### src/rtl/wb_arb_pkg.sv
// Shared types and bus widths for the Wishbone memory arbiter slice.
package wb_arb_pkg;

  localparam int unsigned DATA_W = 128;
  localparam int unsigned ADR_W  = 12;
  localparam int unsigned SEL_W  = 16;

  typedef enum logic [1:0] {IDLE, GNT_I, GNT_D} arb_state_t;
  typedef enum logic {SRC_I, SRC_D} arb_src_t;

endpackage

### src/rtl/wishbone.sv
// Wishbone bundle carrying 128-bit lines, 12-bit line address and 16-bit SEL.
interface wishbone;
  import wb_arb_pkg::*;

  logic [DATA_W-1:0] DAT_M;
  logic [DATA_W-1:0] DAT_S;
  logic [ADR_W-1:0]  ADR;
  logic [SEL_W-1:0]  SEL;
  logic              WE;
  logic              CYC;
  logic              STB;
  logic              ACK;
  logic              RTY;

  modport master (
    output DAT_M, ADR, SEL, WE, CYC, STB,
    input  DAT_S, ACK, RTY
  );

  modport slave (
    input  DAT_M, ADR, SEL, WE, CYC, STB,
    output DAT_S, ACK, RTY
  );

endinterface

### src/rtl/wb_arb_timer.sv
// Saturating cycle counter with synchronous clear and count enable;
// done is high while the count sits at MAX.
module wb_arb_timer #(
  parameter int unsigned MAX = 255,
  parameter int unsigned W   = $clog2(MAX + 1)
) (
  input  logic CLK,
  input  logic RST_N,
  input  logic clr,
  input  logic en,
  output logic done
);

  logic [W-1:0] count;

  always_ff @(posedge CLK or negedge RST_N) begin
    if (!RST_N) begin
      count <= '0;
    end else if (clr) begin
      count <= '0;
    end else if (en && (count != W'(MAX))) begin
      count <= count + 1'b1;
    end
  end

  assign done = (count == W'(MAX));

endmodule

### src/rtl/wb_mem_arbiter.sv
// Round-robin two-master Wishbone arbiter (I-cache, D-cache) in front of
// physical memory; grant is registered and held until ACK/RTY/abort/timeout.
module wb_mem_arbiter
  import wb_arb_pkg::*;
#(
  parameter int unsigned TIMEOUT = 255,
  parameter int unsigned CNT_W   = $clog2(TIMEOUT + 1)
) (
  input  logic     CLK,
  input  logic     RST_N,
  wishbone.slave   ic,
  wishbone.slave   dc,
  wishbone.master  mem,
  output logic     timeout_o
);

  arb_state_t state, state_nx;
  arb_src_t   last_gnt, last_gnt_nx;

  logic req_i, req_d;
  logic gnt_i, gnt_d, granted;
  logic own_cyc;
  logic live;
  logic tmo_done, tmo_hit;
  logic fwd_ack, fwd_rty, tmo_fire;
  logic release_gnt;

  assign req_i   = ic.CYC & ic.STB;
  assign req_d   = dc.CYC & dc.STB;
  assign gnt_i   = (state == GNT_I);
  assign gnt_d   = (state == GNT_D);
  assign granted = gnt_i | gnt_d;
  assign own_cyc = gnt_i ? ic.CYC : dc.CYC;
  assign live    = granted & own_cyc;
  assign tmo_hit = granted & tmo_done;

  // ACK beats RTY, RTY beats timeout; nothing is returned once the owner aborts.
  assign fwd_ack     = live & mem.ACK;
  assign fwd_rty     = live & ~mem.ACK & (mem.RTY | tmo_hit);
  assign tmo_fire    = live & ~mem.ACK & ~mem.RTY & tmo_hit;
  assign release_gnt = granted & (~own_cyc | mem.ACK | mem.RTY | tmo_hit);

  wb_arb_timer #(
    .MAX (TIMEOUT),
    .W   (CNT_W)
  ) u_timer (
    .CLK   (CLK),
    .RST_N (RST_N),
    .clr   (state == IDLE),
    .en    (granted & ~mem.ACK & ~mem.RTY),
    .done  (tmo_done)
  );

  always_ff @(posedge CLK or negedge RST_N) begin
    if (!RST_N) begin
      state    <= IDLE;
      last_gnt <= SRC_D;
    end else begin
      state    <= state_nx;
      last_gnt <= last_gnt_nx;
    end
  end

  always_comb begin
    state_nx    = state;
    last_gnt_nx = last_gnt;
    unique case (state)
      IDLE: begin
        if (req_i && (!req_d || (last_gnt == SRC_D))) begin
          state_nx = GNT_I;
        end else if (req_d) begin
          state_nx = GNT_D;
        end
      end
      GNT_I: begin
        if (release_gnt) begin
          state_nx    = IDLE;
          last_gnt_nx = SRC_I;
        end
      end
      GNT_D: begin
        if (release_gnt) begin
          state_nx    = IDLE;
          last_gnt_nx = SRC_D;
        end
      end
      default: state_nx = IDLE;
    endcase
  end

  // Forward path mirrors the owner; the timeout cycle withdraws CYC/STB from memory.
  always_comb begin
    mem.CYC   = 1'b0;
    mem.STB   = 1'b0;
    mem.WE    = 1'b0;
    mem.ADR   = '0;
    mem.SEL   = '0;
    mem.DAT_M = '0;
    if (gnt_i) begin
      mem.CYC   = ic.CYC;
      mem.STB   = ic.STB;
      mem.WE    = ic.WE;
      mem.ADR   = ic.ADR;
      mem.SEL   = ic.SEL;
      mem.DAT_M = ic.DAT_M;
    end else if (gnt_d) begin
      mem.CYC   = dc.CYC;
      mem.STB   = dc.STB;
      mem.WE    = dc.WE;
      mem.ADR   = dc.ADR;
      mem.SEL   = dc.SEL;
      mem.DAT_M = dc.DAT_M;
    end
    if (tmo_hit) begin
      mem.CYC = 1'b0;
      mem.STB = 1'b0;
    end
  end

  always_comb begin
    ic.DAT_S = mem.DAT_S;
    dc.DAT_S = mem.DAT_S;
    ic.ACK   = gnt_i & fwd_ack;
    ic.RTY   = gnt_i & fwd_rty;
    dc.ACK   = gnt_d & fwd_ack;
    dc.RTY   = gnt_d & fwd_rty;
    timeout_o = tmo_fire;
  end

endmodule

### src/flat_wrapper.sv
// flat-port wrapper written by rule: the top's interface ports become plain ports
module wb_mem_arbiter_flat import wb_arb_pkg::*;
#(
  parameter int unsigned TIMEOUT = 255,
  parameter int unsigned CNT_W   = $clog2(TIMEOUT + 1)
)
  (CLK, RST_N, timeout_o, ic_DAT_M, ic_ADR, ic_SEL, ic_WE, ic_CYC, ic_STB, ic_DAT_S, ic_ACK, ic_RTY, dc_DAT_M, dc_ADR, dc_SEL, dc_WE, dc_CYC, dc_STB, dc_DAT_S, dc_ACK, dc_RTY, mem_DAT_M, mem_ADR, mem_SEL, mem_WE, mem_CYC, mem_STB, mem_DAT_S, mem_ACK, mem_RTY);
  wishbone ic_i ();
  wishbone dc_i ();
  wishbone mem_i ();
  input  logic CLK;
  input  logic RST_N;
  output logic timeout_o;
  input wire logic [$bits(ic_i.DAT_M)-1:0] ic_DAT_M;
  input wire logic [$bits(ic_i.ADR)-1:0] ic_ADR;
  input wire logic [$bits(ic_i.SEL)-1:0] ic_SEL;
  input wire logic [$bits(ic_i.WE)-1:0] ic_WE;
  input wire logic [$bits(ic_i.CYC)-1:0] ic_CYC;
  input wire logic [$bits(ic_i.STB)-1:0] ic_STB;
  output wire logic [$bits(ic_i.DAT_S)-1:0] ic_DAT_S;
  output wire logic [$bits(ic_i.ACK)-1:0] ic_ACK;
  output wire logic [$bits(ic_i.RTY)-1:0] ic_RTY;
  input wire logic [$bits(dc_i.DAT_M)-1:0] dc_DAT_M;
  input wire logic [$bits(dc_i.ADR)-1:0] dc_ADR;
  input wire logic [$bits(dc_i.SEL)-1:0] dc_SEL;
  input wire logic [$bits(dc_i.WE)-1:0] dc_WE;
  input wire logic [$bits(dc_i.CYC)-1:0] dc_CYC;
  input wire logic [$bits(dc_i.STB)-1:0] dc_STB;
  output wire logic [$bits(dc_i.DAT_S)-1:0] dc_DAT_S;
  output wire logic [$bits(dc_i.ACK)-1:0] dc_ACK;
  output wire logic [$bits(dc_i.RTY)-1:0] dc_RTY;
  output wire logic [$bits(mem_i.DAT_M)-1:0] mem_DAT_M;
  output wire logic [$bits(mem_i.ADR)-1:0] mem_ADR;
  output wire logic [$bits(mem_i.SEL)-1:0] mem_SEL;
  output wire logic [$bits(mem_i.WE)-1:0] mem_WE;
  output wire logic [$bits(mem_i.CYC)-1:0] mem_CYC;
  output wire logic [$bits(mem_i.STB)-1:0] mem_STB;
  input wire logic [$bits(mem_i.DAT_S)-1:0] mem_DAT_S;
  input wire logic [$bits(mem_i.ACK)-1:0] mem_ACK;
  input wire logic [$bits(mem_i.RTY)-1:0] mem_RTY;
  assign ic_i.DAT_M = ic_DAT_M;
  assign ic_i.ADR = ic_ADR;
  assign ic_i.SEL = ic_SEL;
  assign ic_i.WE = ic_WE;
  assign ic_i.CYC = ic_CYC;
  assign ic_i.STB = ic_STB;
  assign ic_DAT_S = ic_i.DAT_S;
  assign ic_ACK = ic_i.ACK;
  assign ic_RTY = ic_i.RTY;
  assign dc_i.DAT_M = dc_DAT_M;
  assign dc_i.ADR = dc_ADR;
  assign dc_i.SEL = dc_SEL;
  assign dc_i.WE = dc_WE;
  assign dc_i.CYC = dc_CYC;
  assign dc_i.STB = dc_STB;
  assign dc_DAT_S = dc_i.DAT_S;
  assign dc_ACK = dc_i.ACK;
  assign dc_RTY = dc_i.RTY;
  assign mem_DAT_M = mem_i.DAT_M;
  assign mem_ADR = mem_i.ADR;
  assign mem_SEL = mem_i.SEL;
  assign mem_WE = mem_i.WE;
  assign mem_CYC = mem_i.CYC;
  assign mem_STB = mem_i.STB;
  assign mem_i.DAT_S = mem_DAT_S;
  assign mem_i.ACK = mem_ACK;
  assign mem_i.RTY = mem_RTY;
  wb_mem_arbiter #(.TIMEOUT(TIMEOUT), .CNT_W(CNT_W)) u_core (.CLK(CLK), .RST_N(RST_N), .ic(ic_i), .dc(dc_i), .mem(mem_i), .timeout_o(timeout_o));
endmodule
### config.mk
export PLATFORM = sky130hd
export DESIGN_NAME = wb_mem_arbiter_flat
export DESIGN_NICKNAME = d
export VERILOG_FILES = /design/src/rtl/wb_arb_pkg.sv /design/src/rtl/wishbone.sv /design/src/rtl/wb_arb_timer.sv /design/src/rtl/wb_mem_arbiter.sv /design/src/flat_wrapper.sv
export SDC_FILE = /design/constraint.sdc
export NUM_CORES = 1
export LEC_CHECK = 0
export CAP_MARGIN = 20
export CORE_AREA = 4 4 336 338
export CTS_CLUSTER_DIAMETER = 200
export DETAILED_ROUTE_END_ITERATION = 10
export DIE_AREA = 0 0 340 342
export PLACE_DENSITY = 0.3
export SYNTH_ARGS = -nofsm -noshare
export SYNTH_HDL_FRONTEND = slang
export SYNTH_SLANG_ARGS = --single-unit
### constraint.sdc
create_clock -name CLK -period 3 [get_ports CLK]
set_clock_uncertainty 0.15 [all_clocks]
set_input_delay 0.6 -clock CLK [delete_from_list [all_inputs] [get_ports CLK]]
set_output_delay 0.6 -clock CLK [all_outputs]
set_load 0.1 [all_outputs]
# [Word level (Yosys, flattened, before mapping)]
# Cells that the tools add are included.
# W data, S select, Z words.
[totals] register_bits=11 latch_bits=0 mem_bits_rw=0 mem_bits_ro=0 out_inout_bits=420 wordCells=70 memories=0
[classes] add_sub_neg=1 n_mul=0 div_mod_pow=0 order_cmp=0 eq_ne=8 shift=0 n_mux=24 bitwise_logic=24 reduce_logical=10
[ops] operator="$mux W128" n=2
[ops] operator="$mux W16" n=2
[ops] operator="$mux W12" n=2
[ops] operator="$and A1 B1 Y1" n=16
[ops] operator="$mux W8" n=2
[ops] operator="$mux W1" n=11
[ops] operator="$add A8 B1 Y8 const B" n=1
[ops] operator="$eq A8 B8 Y1 const B" n=1
[ops] operator="$ne A8 B8 Y1 const B" n=1
[ops] operator="$mux W2" n=3
[ops] operator="$or A1 B1 Y1" n=5
[ops] operator="$ne A2 B2 Y1 const B" n=2
[ops] operator="$pmux W2 S2" n=1
[ops] operator="$reduce_bool A2 Y1" n=2
[ops] operator="$ne A3 B1 Y1 const B" n=1
[ops] operator="$not A1 Y1" n=3
[ops] operator="$reduce_and A3 Y1" n=1
[ops] operator="$eq A2 B1 Y1 const B" n=1
[ops] operator="$eq A2 B2 Y1 const B" n=1
[ops] operator="$logic_and A1 B1 Y1" n=2
[ops] operator="$logic_not A2 Y1" n=1
[ops] operator="$ne A2 B1 Y1 const B" n=1
[ops] operator="$pmux W1 S2" n=1
[ops] operator="$reduce_and A2 Y1" n=1
[ops] operator="3 further kinds" n=3

# [Logic depth before layout (Yosys ltp)]
# Gate-level depths: netlist of the first run.
[logic_depth] word_depth=9 mapped_depth=7 ltp_nobuf=6

# [By module]
# A second synthesis of the first run with hierarchy kept.
[unflattened] cells_unflattened=862 hier_area_um2=4919.7
[by_module_without_submodules] module="wb_mem_arbiter" n_inst=1 cells_per_inst=815 area_each_um2=4445.5
[by_module_without_submodules] module="wb_arb_timer" n_inst=1 cells_per_inst=47 area_each_um2=474.2

# [Least setup slack after synthesis of the first run]
# No wires, ideal clock.
[synth_timing] path_kind="flip-flop to output port" start="register u_core.state[0]" end="output port mem_DAT_M[100]" arrival_ns=3.407 required_ns=2.250 setup_slack_ns=-1.157 stages_incl_launch_ff=7 path_buffers=2 cell_sequence="dfrtp_1 inv_1 ha_1 clkbuf_1 clkbuf_1 nand2_1 o21ai_0"
[synth_via] elab_chain_len=3 elab_cells_between_ends=4
[synth_rtl] element="start, declared" line_no="wb_mem_arbiter.sv:17" rtl="arb_state_t state, state_nx;"
[synth_rtl] element="start signal, assigned" line_no="wb_mem_arbiter.sv:59" rtl="state <= state_nx;"
[synth_rtl] element="$eq A2 B2 Y1" line_no="wb_mem_arbiter.sv:31" rtl="assign gnt_d = (state == GNT_D);"
[synth_rtl] element="net u_core.gnt_d" line_no="wb_mem_arbiter.sv:21" rtl="logic gnt_i, gnt_d, granted;"
[synth_rtl] element="$mux W128" line_no="wb_mem_arbiter.sv:106" rtl="end else if (gnt_d) begin"
[synth_rtl] element="$mux W128" line_no="wb_mem_arbiter.sv:99" rtl="if (gnt_i) begin"
[synth_rtl] element="end, declared" line_no="flat_wrapper.sv:32" rtl="output wire logic [$bits(mem_i.DAT_M)-1:0] mem_DAT_M;"
# The timed path passes the listed nets, and every way through them passes these cells.

# [Worst setup path after layout of the first run]
[layout_timing] start="register u_core.state[0]" end="output port mem_DAT_M[64]"
# Same word-level chain as after synthesis.

==> results of run 1 <==
[final cells by class]
class / instances / share of cell area
repair buffers: 519 / 0.567
multi-input cells: 527 / 0.248
well taps: 1488 / 0.154
flip-flops and latches: 11 / 0.0229
clock buffers: 4 / 0.00652
inverters: 5 / 0.00155
diodes: 2 / 0.000414
[state kept, by name, indices dropped and copies added, names as in the netlist]
register,flops
u_core.u_timer.count,8
u_core.state,2
u_core.last_gnt,1
[layout by cell type (no fill, tap or decap), drive strengths merged, types with 2 or more instances in the layout]
cell	count
o211ai	5
dfrtp	10
ha	4
clkdlybuf4s50	321
and3	4
buf	198
nor2	10
inv	5
a22o	6
a21oi	7
nand3	5
xor2	4
nand2	310
diode	2
nor3b	2
or3	2
clkbuf	4
o21ai	154
[cells by family after synthesis]
group | after synthesis | share of synthesized area
simple gates | 339 | 0.279
buf+inv | 314 | 0.445
xor+xnor | 4 | 0.00728
fa+ha+maj | 4 | 0.0104
flops | 11 | 0.0575
mux | 2 | 0.00442
compound gates | 178 | 0.197
[worst max path at each step]
stage / startpoint / end
finish: u_core.state[0] / mem_DAT_M[64]
global route: u_core.state[0] / mem_DAT_M[70]
CTS: u_core.state[0] / mem_SEL[8]
detailed placement: u_core.state[0] / mem_SEL[14]
global placement: dc_CYC / dc_ACK
floorplan: u_core.state[1] / mem_SEL[11]
[stage by stage]
stage | util | cells | instance area [um2]
after floorplan | - | 852 | 5390
after global placement | 0.109 | 2550 | 12000
after detailed placement | 0.109 | 2550 | 12000
after CTS | 0.110 | 2554 | 12100
after global routing | 0.110 | 2554 | 12100
final | 0.110 | 2556 | 12100
[routing by layer]
layer / wire length, um / vias up / GRT usage
met3: 9690 / 50 / 0.0688
met5: 113 / - / 0.00542
li1: - / 2945 / -
met4: 686 / 6 / 0.00907
met2: 21400 / 589 / 0.123
met1: 16800 / 2669 / 0.0804
[where the power goes]
part           internal [W]  switching (W)  total [W]
sequential         0.000174      0.0000257   0.000199
combinational       0.00454        0.00970     0.0142
clock              0.000178      0.0000633   0.000242
total               0.00490        0.00979     0.0147
[worst max-delay path, stage by stage, from the launching register on]
cell,delay [ns]
dfrtp_1,0.41
inv_1,0.16
ha_4,0.26
buf_12,0.24
buf_12,0.20
nand2_1,0.07
o21ai_2,0.24
buf_12,0.21
==> flow_summary.json, run 1 <==
{
  "status": "complete, no violations",
  "synth_cell_type_count": 34,
  "ant_nets": 0,
  "worst-setup-path-type": "reg2out",
  "synth_cells": 852,
  "leakagePower_nw": 4.07,
  "first_global_vias": 6645,
  "ctsHoldBuffers": 0,
  "root_buffer": "clkbuf_16",
  "tightest_slew_ns": 0.552,
  "vias_per_cell": 2.45,
  "synth_most_common_cell": "nand2_1",
  "die_h_um": 342,
  "finish.net_count": 1521,
  "first_pass_iters": 4,
  "gp_congestion": 0.821,
  "start_kind": "flip-flop",
  "fin_crit_sh": 0.973,
  "synth_top_area_frac": 0.399,
  "drive_gt1_frac": 0.341,
  "critPathCaptureType": "primary output",
  "synth-edff-count": 0,
  "wl_per_cell_um": 19.1,
  "ys_ff_latch": 11,
  "holdPathStages": 1,
  "hold_ws_ns": 0.383,
  "setup_viol": 0,
  "gr-usage-all-layers": 0.0782,
  "yosys_warnings": 0,
  "pre_cts_slack_ns": 0.163,
  "synthTopCellsByArea": "buf_4, nand2_1, o21ai_0",
  "r2r_start": "u_core.state[0]",
  "antenna_found_initial": 5,
  "syn_to_final_growth_pct": 151,
  "wirelength_mm": 48.7,
  "ff_latch_area_um2": 277,
  "fin_ws_ns": 0.0797,
  "period_minus_slack_ns": 2.92,
  "grt_max_degree": 62,
  "dieArea_mm2": 0.116,
  "synth_top_flop_cell": "dfrtp_1",
  "reg2reg_depth": 6,
  "core-area_mm2": 0.110,
  "cp.arrival_ns": 2.17,
  "syn_area_per_cell_um2": 5.65,
  "nFillCells": 12761,
  "min_to": "u_core.last_gnt",
  "multi_input_area_mm2": 0.00300,
  "worstSkewPairLatency_ns": 0.23,
  "r2r_slack_ns": 0.52,
  "cts.reportedPaths.clkPinSlew_ns": 0.04,
  "netlist_top_cells_count": "nand2_1, buf_4, o21ai_0",
  "postSynth.asyncResetShare": 1.00,
  "seq_area_frac_synth": 0.0575,
  "maxCapViolCount": 0,
  "dp.final_hpwl_mm": 44.7,
  "rows": 122,
  "maxSlewViolCount": 0,
  "finalSetupTns_ns": 0,
  "synth.net_count": 1306,
  "cts_buffer_depth": 2,
  "io_pins": 870,
  "htreeDepth": 1,
  "min-delay-start": "u_core.last_gnt",
  "max_freq_ghz": 0.342,
  "start_util": 0.0437,
  "crit_required_ns": 2.25,
  "synth_top_area_cell": "buf_4",
  "path_max_fanout": 49,
  "clock-sinks": 11,
  "cellPowerDensity_mw_per_mm2": 1210,
  "cts_tree": "built",
  "r2r_end": "u_core.u_timer.count[4]",
  "cts_setup_buffers": 0,
  "syn-cell-area_mm2": 0.00481,
  "cts_buffers": 3,
  "die_w_um": 340,
  "total_power_w": 0.0147,
  "ir_worst_vdd_mv": 0.624,
  "overflow": 0,
  "vias": 6259,
  "relSlewSlack": 0.631,
  "grt_pass1_wl_mm": 62.4,
  "hold_class": "reg2reg",
  "drc_errors": 0,
  "ctsResizeCount": 1,
  "hold_violations": 0,
  "drt_iter0_markers": 196,
  "rsz0062_at_grt": "no",
  "port_buffers": 485
}
No activity file was read; power rests on OpenSTA's default activity.
==> inputs of run 2 (changes only) <==
--- a/config.mk
+++ b/config.mk
@@ -6,11 +6,13 @@
 export NUM_CORES = 1
 export LEC_CHECK = 0
 export CAP_MARGIN = 20
-export CORE_AREA = 4 4 336 338
+export CELL_PAD_IN_SITES_DETAIL_PLACEMENT = 0
+export CELL_PAD_IN_SITES_GLOBAL_PLACEMENT = 2
+export CORE_AREA = 4 4 337 339
 export CTS_CLUSTER_DIAMETER = 200
 export DETAILED_ROUTE_END_ITERATION = 10
-export DIE_AREA = 0 0 340 342
-export PLACE_DENSITY = 0.3
+export DIE_AREA = 0 0 341 343
+export PLACE_DENSITY = 0.53
 export SYNTH_ARGS = -nofsm -noshare
 export SYNTH_HDL_FRONTEND = slang
 export SYNTH_SLANG_ARGS = --single-unit
==> flow_summary.json, run 2 (synthesis gave the netlist of run 1 again) <==
{
  "gr-usage-all-layers": 0.0833,
  "maxSlewViolCount": 0,
  "ctsHoldBuffers": 0,
  "htreeDepth": 1,
  "grt_max_degree": 84,
  "hold_violations": 0,
  "root_buffer": "clkbuf_16",
  "min-delay-start": "u_core.last_gnt",
  "r2r_start": "u_core.state[0]",
  "antenna_found_initial": 9,
  "max_freq_ghz": 0.345,
  "ir_worst_vdd_mv": 0.425,
  "port_buffers": 485,
  "status": "complete, no violations",
  "first_pass_iters": 4,
  "ctsResizeCount": 0,
  "clock-sinks": 11,
  "cp.arrival_ns": 2.15,
  "final_area_mm2": 0.0121,
  "leakagePower_nw": 4.04,
  "drc_errors": 0,
  "wl_per_cell_um": 20.6,
  "vias_per_cell": 2.45,
  "cellPowerDensity_mw_per_mm2": 1210,
  "r2r_end": "u_core.u_timer.count[7]",
  "dpl_cell_area_mm2": 0.0120,
  "core-area_mm2": 0.110,
  "finalSetupTns_ns": 0,
  "largest_register": "u_core.u_timer.count",
  "hold_class": "reg2reg",
  "period_minus_slack_ns": 2.90,
  "reg2reg_depth": 6,
  "rsz0062_at_grt": "no",
  "relSlewSlack": 0.616,
  "vias": 6252,
  "dp.final_hpwl_mm": 48.8,
  "holdPathStages": 1,
  "die_h_um": 343,
  "largestRegisters": "u_core.u_timer.count (8), u_core.state (2), u_core.last_gnt (1)",
  "worstSetupStartpoint": "u_core.state[0]",
  "worstSkewPairLatency_ns": 0.24,
  "hold_ws_ns": 0.364,
  "die_w_um": 341,
  "tightest_slew_ns": 0.575,
  "dieArea_mm2": 0.117,
  "total_power_w": 0.0146,
  "drive_gt1_frac": 0.337,
  "overflow": 0,
  "critPathCaptureType": "primary output",
  "start_util": 0.0436,
  "final_common_cell": "clkdlybuf4s50_1",
  "pre_cts_slack_ns": 0.236,
  "ant_nets": 0,
  "gp_congestion": 0.857,
  "worst-setup-path-type": "reg2out",
  "cts_tree": "built",
  "cts_buffers": 3,
  "io_pins": 870,
  "cts_buffer_depth": 2,
  "fin_crit_sh": 0.966,
  "layout_common_cells": "clkdlybuf4s50_1, nand2_1, buf_12, o21ai_2, buf_4",
  "drt_iter0_markers": 240,
  "start_kind": "flip-flop",
  "first_global_vias": 6574,
  "path_max_fanout": 43,
  "rows": 122,
  "crit_required_ns": 2.25,
  "r2r_slack_ns": 0.57,
  "fin_ws_ns": 0.103,
  "min_to": "u_core.last_gnt",
  "wirelength_mm": 52.7,
  "setup_viol": 0,
  "maxCapViolCount": 0,
  "syn_to_final_growth_pct": 151,
  "finish.net_count": 1516,
  "cts_setup_buffers": 0,
  "largest_reg_flops": 8,
  "cts.reportedPaths.clkPinSlew_ns": 0.04,
  "grt_pass1_wl_mm": 65.2
}
-- run 2: cell types whose count changed in the layout (fill, tap and decap cells not counted) --
cell	previous run	this run
buf_4	26	22
diode_2	2	7
buf_12	172	170
o21ai_0	4	6
o21ai_2	148	147
buf_16	0	1
o21ai_1	2	1
-- run 2: routing by layer --
layer  vias up  global-route usage  share of wire
met5         -             0.00408         0.0022
met4         8             0.00867          0.012
met2       640               0.133           0.45
li1       2932                   -              -
met3        23              0.0743           0.20
met1      2649              0.0840           0.34
-- run 2: worst max path at each step --
stage                               end  depth (start not counted)
final                     mem_DAT_M[43]                          7
after global routing      mem_DAT_M[96]                          6
after CTS                 mem_DAT_M[96]                          6
after detailed placement         dc_ACK                          5
after global placement           dc_ACK                          5
after floorplan             mem_SEL[11]                          6
-- run 2: layout make-up --
class                   instances  area [um2]
repair buffers                514        6810
multi-input cells             527        3000
clock buffers                   4        78.8
fillers                     12759       98300
inverters                       5        18.8
flip-flops and latches         11         277
diodes                          7        17.5
well taps                    1488        1860
-- run 2: worst max-delay path, stage by stage (launching register included) --
cell and delay [ns]:
dfrtp_1 0.41, inv_1 0.15, ha_4 0.22, buf_12 0.21, buf_4 0.25, nand2_1 0.08, o21ai_2 0.23, buf_12 0.22
-- run 2: per-stage QoR --
stage | cells | util
2_1_floorplan | 852 | -
3_3_place_gp | 2545 | 0.108
3_5_place_dp | 2545 | 0.108
4_1_cts | 2549 | 0.109
5_1_grt | 2550 | 0.109
6_report | 2556 | 0.109
-- run 2: where the power goes --
group,internal (W),switching (W)
Clock,0.000179,0.0000699
Combinational,0.00450,0.00966
Sequential,0.000173,0.0000211
==> inputs of run 3 (changes only) <==
--- a/config.mk
+++ b/config.mk
@@ -8,11 +8,11 @@
 export CAP_MARGIN = 20
 export CELL_PAD_IN_SITES_DETAIL_PLACEMENT = 0
 export CELL_PAD_IN_SITES_GLOBAL_PLACEMENT = 2
-export CORE_AREA = 4 4 337 339
+export CORE_AREA = 3 3 336 338
 export CTS_CLUSTER_DIAMETER = 200
 export DETAILED_ROUTE_END_ITERATION = 10
-export DIE_AREA = 0 0 341 343
-export PLACE_DENSITY = 0.53
+export DIE_AREA = 0 0 339 341
+export PLACE_DENSITY_LB_ADDON = 0.1
 export SYNTH_ARGS = -nofsm -noshare
 export SYNTH_HDL_FRONTEND = slang
 export SYNTH_SLANG_ARGS = --single-unit
==> flow_summary.json, run 3 (synthesis gave the netlist of run 1 again) <==
{
  "status": "complete, no violations",
  "vias": 6056,
  "tightest_slew_ns": 0.585,
  "relSlewSlack": 0.609,
  "cts_buffers": 3,
  "cpPeakStageDelay_ns": 0.42,
  "vias_per_cell": 2.36,
  "cts.reportedPaths.clkPinSlew_ns": 0.04,
  "cts_buffer_depth": 2,
  "pwr-share-seq": 0.014,
  "worstSkewPairLatency_ns": 0.24,
  "nFillCells": 12787,
  "crit_required_ns": 2.25,
  "clock-sinks": 11,
  "ctsResizeCount": 1,
  "pwr-share-clk": 0.017,
  "final_util": 0.110,
  "total_power_w": 0.0144,
  "rsz0062_at_grt": "no",
  "root_buffer": "clkbuf_16",
  "wirelength_mm": 37.4,
  "gp_congestion": 0.707,
  "start_util": 0.0436,
  "ctsHoldBuffers": 0,
  "layout_common_cells": "clkdlybuf4s50_1, nand2_1, buf_12, o21ai_2, buf_4",
  "wl_per_cell_um": 14.6,
  "final_common_cell": "clkdlybuf4s50_1",
  "drt_iter0_markers": 161,
  "path_max_fanout": 26,
  "largestRegisters": "u_core.u_timer.count (8), u_core.state (2), u_core.last_gnt (1)",
  "core-area_mm2": 0.110,
  "hold_violations": 0,
  "cellPowerDensity_mw_per_mm2": 1180,
  "ant_nets": 0,
  "leakagePower_nw": 4.11,
  "critPathSlowestCell": "dfrtp_1",
  "largest_register": "u_core.u_timer.count",
  "cp.arrival_ns": 2.07,
  "ir_worst_vdd_mv": 0.449,
  "dp.final_hpwl_mm": 33.5,
  "syn_to_final_growth_pct": 153,
  "io_pins": 870,
  "fin_crit_sh": 0.941,
  "first_global_vias": 6622,
  "cp_common_cell": "buf_12",
  "worst-setup-path-type": "reg2out",
  "antenna_found_initial": 4,
  "power_frac_comb": 0.969,
  "start_kind": "flip-flop",
  "period_minus_slack_ns": 2.82,
  "die_h_um": 341,
  "htreeDepth": 1,
  "p_switching_w": 0.00937,
  "grt_pass1_wl_mm": 51.7,
  "cts_setup_buffers": 0,
  "overflow": 0,
  "dieArea_mm2": 0.116,
  "drive_gt1_frac": 0.344,
  "internal-power_w": 0.00500,
  "setup_viol": 0,
  "path_delay_family": "buffers and inverters",
  "die_w_um": 339,
  "rows": 122,
  "drc_errors": 0,
  "gr-usage-all-layers": 0.0612,
  "largest_reg_flops": 8,
  "path_cells": "inv_1 -> ha_4 -> buf_12 -> nor2b_2 -> buf_4 -> a22o_1 -> buf_12",
  "maxSlewViolCount": 0,
  "port_buffers": 485,
  "critPathCaptureType": "primary output",
  "hold_class": "reg2reg",
  "max_freq_ghz": 0.354,
  "first_pass_iters": 4,
  "cts_tree": "built",
  "swShare": 0.652,
  "maxCapViolCount": 0,
  "finish.net_count": 1525,
  "cp_num_buf_inv": 4,
  "grt_max_degree": 32
}
==> run 3: cell types whose count changed in the layout (fill, tap and decap cells not counted) <==
cell / delta
buf_4: +3
buf_12: +7
diode_2: -4
nor2b_2: +1
nor2b_1: -1
buf_16: -1
==> run 3: worst register-to-register path, cell delays in order, from the launching register on <==
cell and delay, ns:
dfrtp_1 0.41, inv_1 0.12, ha_1 0.49, nor3b_4 0.33, o21ai_2 0.20, or4_1 0.50, a21oi_1 0.14
==> run 3: final timing paths <==
kind / start / slack [ns] / depth (start not counted) / to
max in group asynchronous: RST_N / 1.73 / 1 / u_core.u_timer.count[5]
worst max-delay path: u_core.state[0] / 0.18 / 7 / mem_WE
worst min-delay path: u_core.last_gnt / 0.36 / 1 / u_core.last_gnt
min in group asynchronous: RST_N / 0.59 / 1 / u_core.u_timer.count[2]
worst max register to register: u_core.state[0] / 0.59 / 6 / u_core.u_timer.count[7]
worst min register to register: u_core.last_gnt / 0.36 / 1 / u_core.last_gnt
==> run 3: power by group through the flow <==
| stage | registers [W] | logic [W] | clock network, W |
|---|---|---|---|
| 2_1_floorplan | 0.000188 | 0.00998 | 0 |
| 3_3_place_gp | 0.000201 | 0.0143 | 0 |
| 3_5_place_dp | 0.000201 | 0.0142 | 0 |
| 4_1_cts | 0.000198 | 0.0143 | 0.000265 |
| 5_1_grt | 0.000201 | 0.0145 | 0.000275 |
| 6_report | 0.000198 | 0.0139 | 0.000250 |
==> run 3: cell type report <==
type	count	area [um2]	area share
Timing Repair Buffer	523	6940	0.570
Tap cell	1488	1860	0.153
Sequential cell	11	277	0.0227
Multi-Input combinational cell	527	3000	0.246
Clock buffer	4	78.8	0.00647
Antenna cell	3	7.51	0.000616
Inverter	5	18.8	0.00154
==> run 3: per-layer routing <==
layer / track usage / up-vias / wire [um]
met4: 0.0194 / 0 / 1280
met1: 0.0629 / 2647 / 13200
met2: 0.111 / 364 / 19000
li1: - / 2957 / -
met3: 0.0277 / 88 / 4000
met5: 0 / - / 0
==> run 3: stage by stage <==
stage / worst slack (ns) / area (um2) / hold WS (ns) / setup TNS, ns / std cells
6_report: 0.177 / 12200 / 0.364 / 0 / 2561
5_1_grt: 0.00685 / 12200 / 0.392 / 0 / 2558
3_3_place_gp: 0.222 / 12100 / 0.365 / 0 / 2554
4_1_cts: 0.0625 / 12200 / 0.370 / 0 / 2558
2_1_floorplan: -1.05 / 5390 / 0.154 / -4.60 / 852
3_5_place_dp: 0.198 / 12100 / 0.362 / 0 / 2554
==> patch: new RTL, flow settings as in run 2 <==
Set the package constant `DATA_W` to 124 (it was 128).
--- a/src/rtl/wb_arb_pkg.sv
+++ b/src/rtl/wb_arb_pkg.sv
@@ -2,5 +2,5 @@
 package wb_arb_pkg;
 
-  localparam int unsigned DATA_W = 128;
+  localparam int unsigned DATA_W = 124;
   localparam int unsigned ADR_W  = 12;
   localparam int unsigned SEL_W  = 16;
Interface: changed (6 resized); port bits go from 870 to 846. No check against the original RTL was run, so the function may have changed too.
==> patch against run 2 <==
- routed wire length grew 0.95%
- power grew 18%
- cell count shrank 0.70%
- synthesized area shrank 1.2%
- global-route usage grew 0.13 points
- critical path type unchanged
- highest routed layer unchanged
- largest power group unchanged
- sequential cell count is the same
- setup slack gained 0.0066 ns
- count of clock-buffer cells in the layout is the same
- final area shrank 0.96%
==> patch: results (changes against run 2) <==
- Layout cells sized above 1: 0.342 (was 0.337)
- Leak pwr: 4.00 nW (was 4.04 nW)
- Sw Ratio: 0.672 (was 0.668)
- Adder-cell share of the synthesized area: 0.0105 (was 0.0104)
- Critical Path End: mem_SEL[12] (was mem_DAT_M[43])
- XOR/XNOR Fraction of Synth Area: 0.0129 (was 0.00728)
- First-pass GRT wire length: 66.2 mm (was 65.2 mm)
- Min cycle time layout: 2.89 ns (was 2.90 ns)
- WL final: 53.2 mm (was 52.7 mm)
- Complex-gate fraction of the synthesized area: 0.192 (was 0.197)
- Placed Cells: 2521 (was 2545)
- Synthesized instance count: 833 (was 852)
- Syn_nets: 1275 (was 1306)
- Dpl ws: -0.0391 ns (was 0.236 ns)
- Post-DP Area: 0.0118 mm² (was 0.0120 mm²)
- Detail Placement HPWL: 49.1 mm (was 48.8 mm)
- Fin nets: 1484 (was 1516)
- RePlAce Congestion: 0.898 (was 0.857)
- Post-synthesis mux area share: 0.00526 (was 0.00442)
- Worst Reg2Reg Path Length in Cells: 7 (was 6)
- Iteration-0 DRC Markers: 226 (was 240)
- R2r setup slk: 0.64 ns (was 0.57 ns)
- Status: completed (unchanged)
- Post-CTS setup buffer count: 2 (was 0)
- Fillers: 12800 (about the same)
- Number of global-route vias before repair: 6551 (was 6574)
[patch: cell type report]
class                           instances  area (µm²)  area share
Timing Repair Buffer                  504        6700       0.561
Multi-Input combinational cell        517        2980       0.250
Tap cell                             1488        1860       0.156
Sequential cell                        11         277      0.0232
Clock buffer                            4        78.8     0.00660
Antenna cell                            9        22.5     0.00189
Inverter                                5        18.8     0.00157
[patch: stage by stage]
| stage | hold slack, ns | power, mW |
|---|---|---|
| 2_1_floorplan | 0.154 | 11.6 |
| 3_3_place_gp | 0.386 | 17.0 |
| 3_5_place_dp | 0.382 | 17.1 |
| 4_1_cts | 0.389 | 17.5 |
| 5_1_grt | 0.409 | 17.8 |
| 6_report | 0.393 | 17.2 |
[patch: layer usage]
| layer | wire (µm) | GRT usage | up-vias |
|---|---|---|---|
| met4 | 1080 | 0.0146 | 12 |
| met1 | 18300 | 0.0901 | 2720 |
| met3 | 9990 | 0.0636 | 51 |
| met2 | 23600 | 0.135 | 601 |
| met5 | 179 | 0.00654 | - |
| li1 | - | - | 2875 |
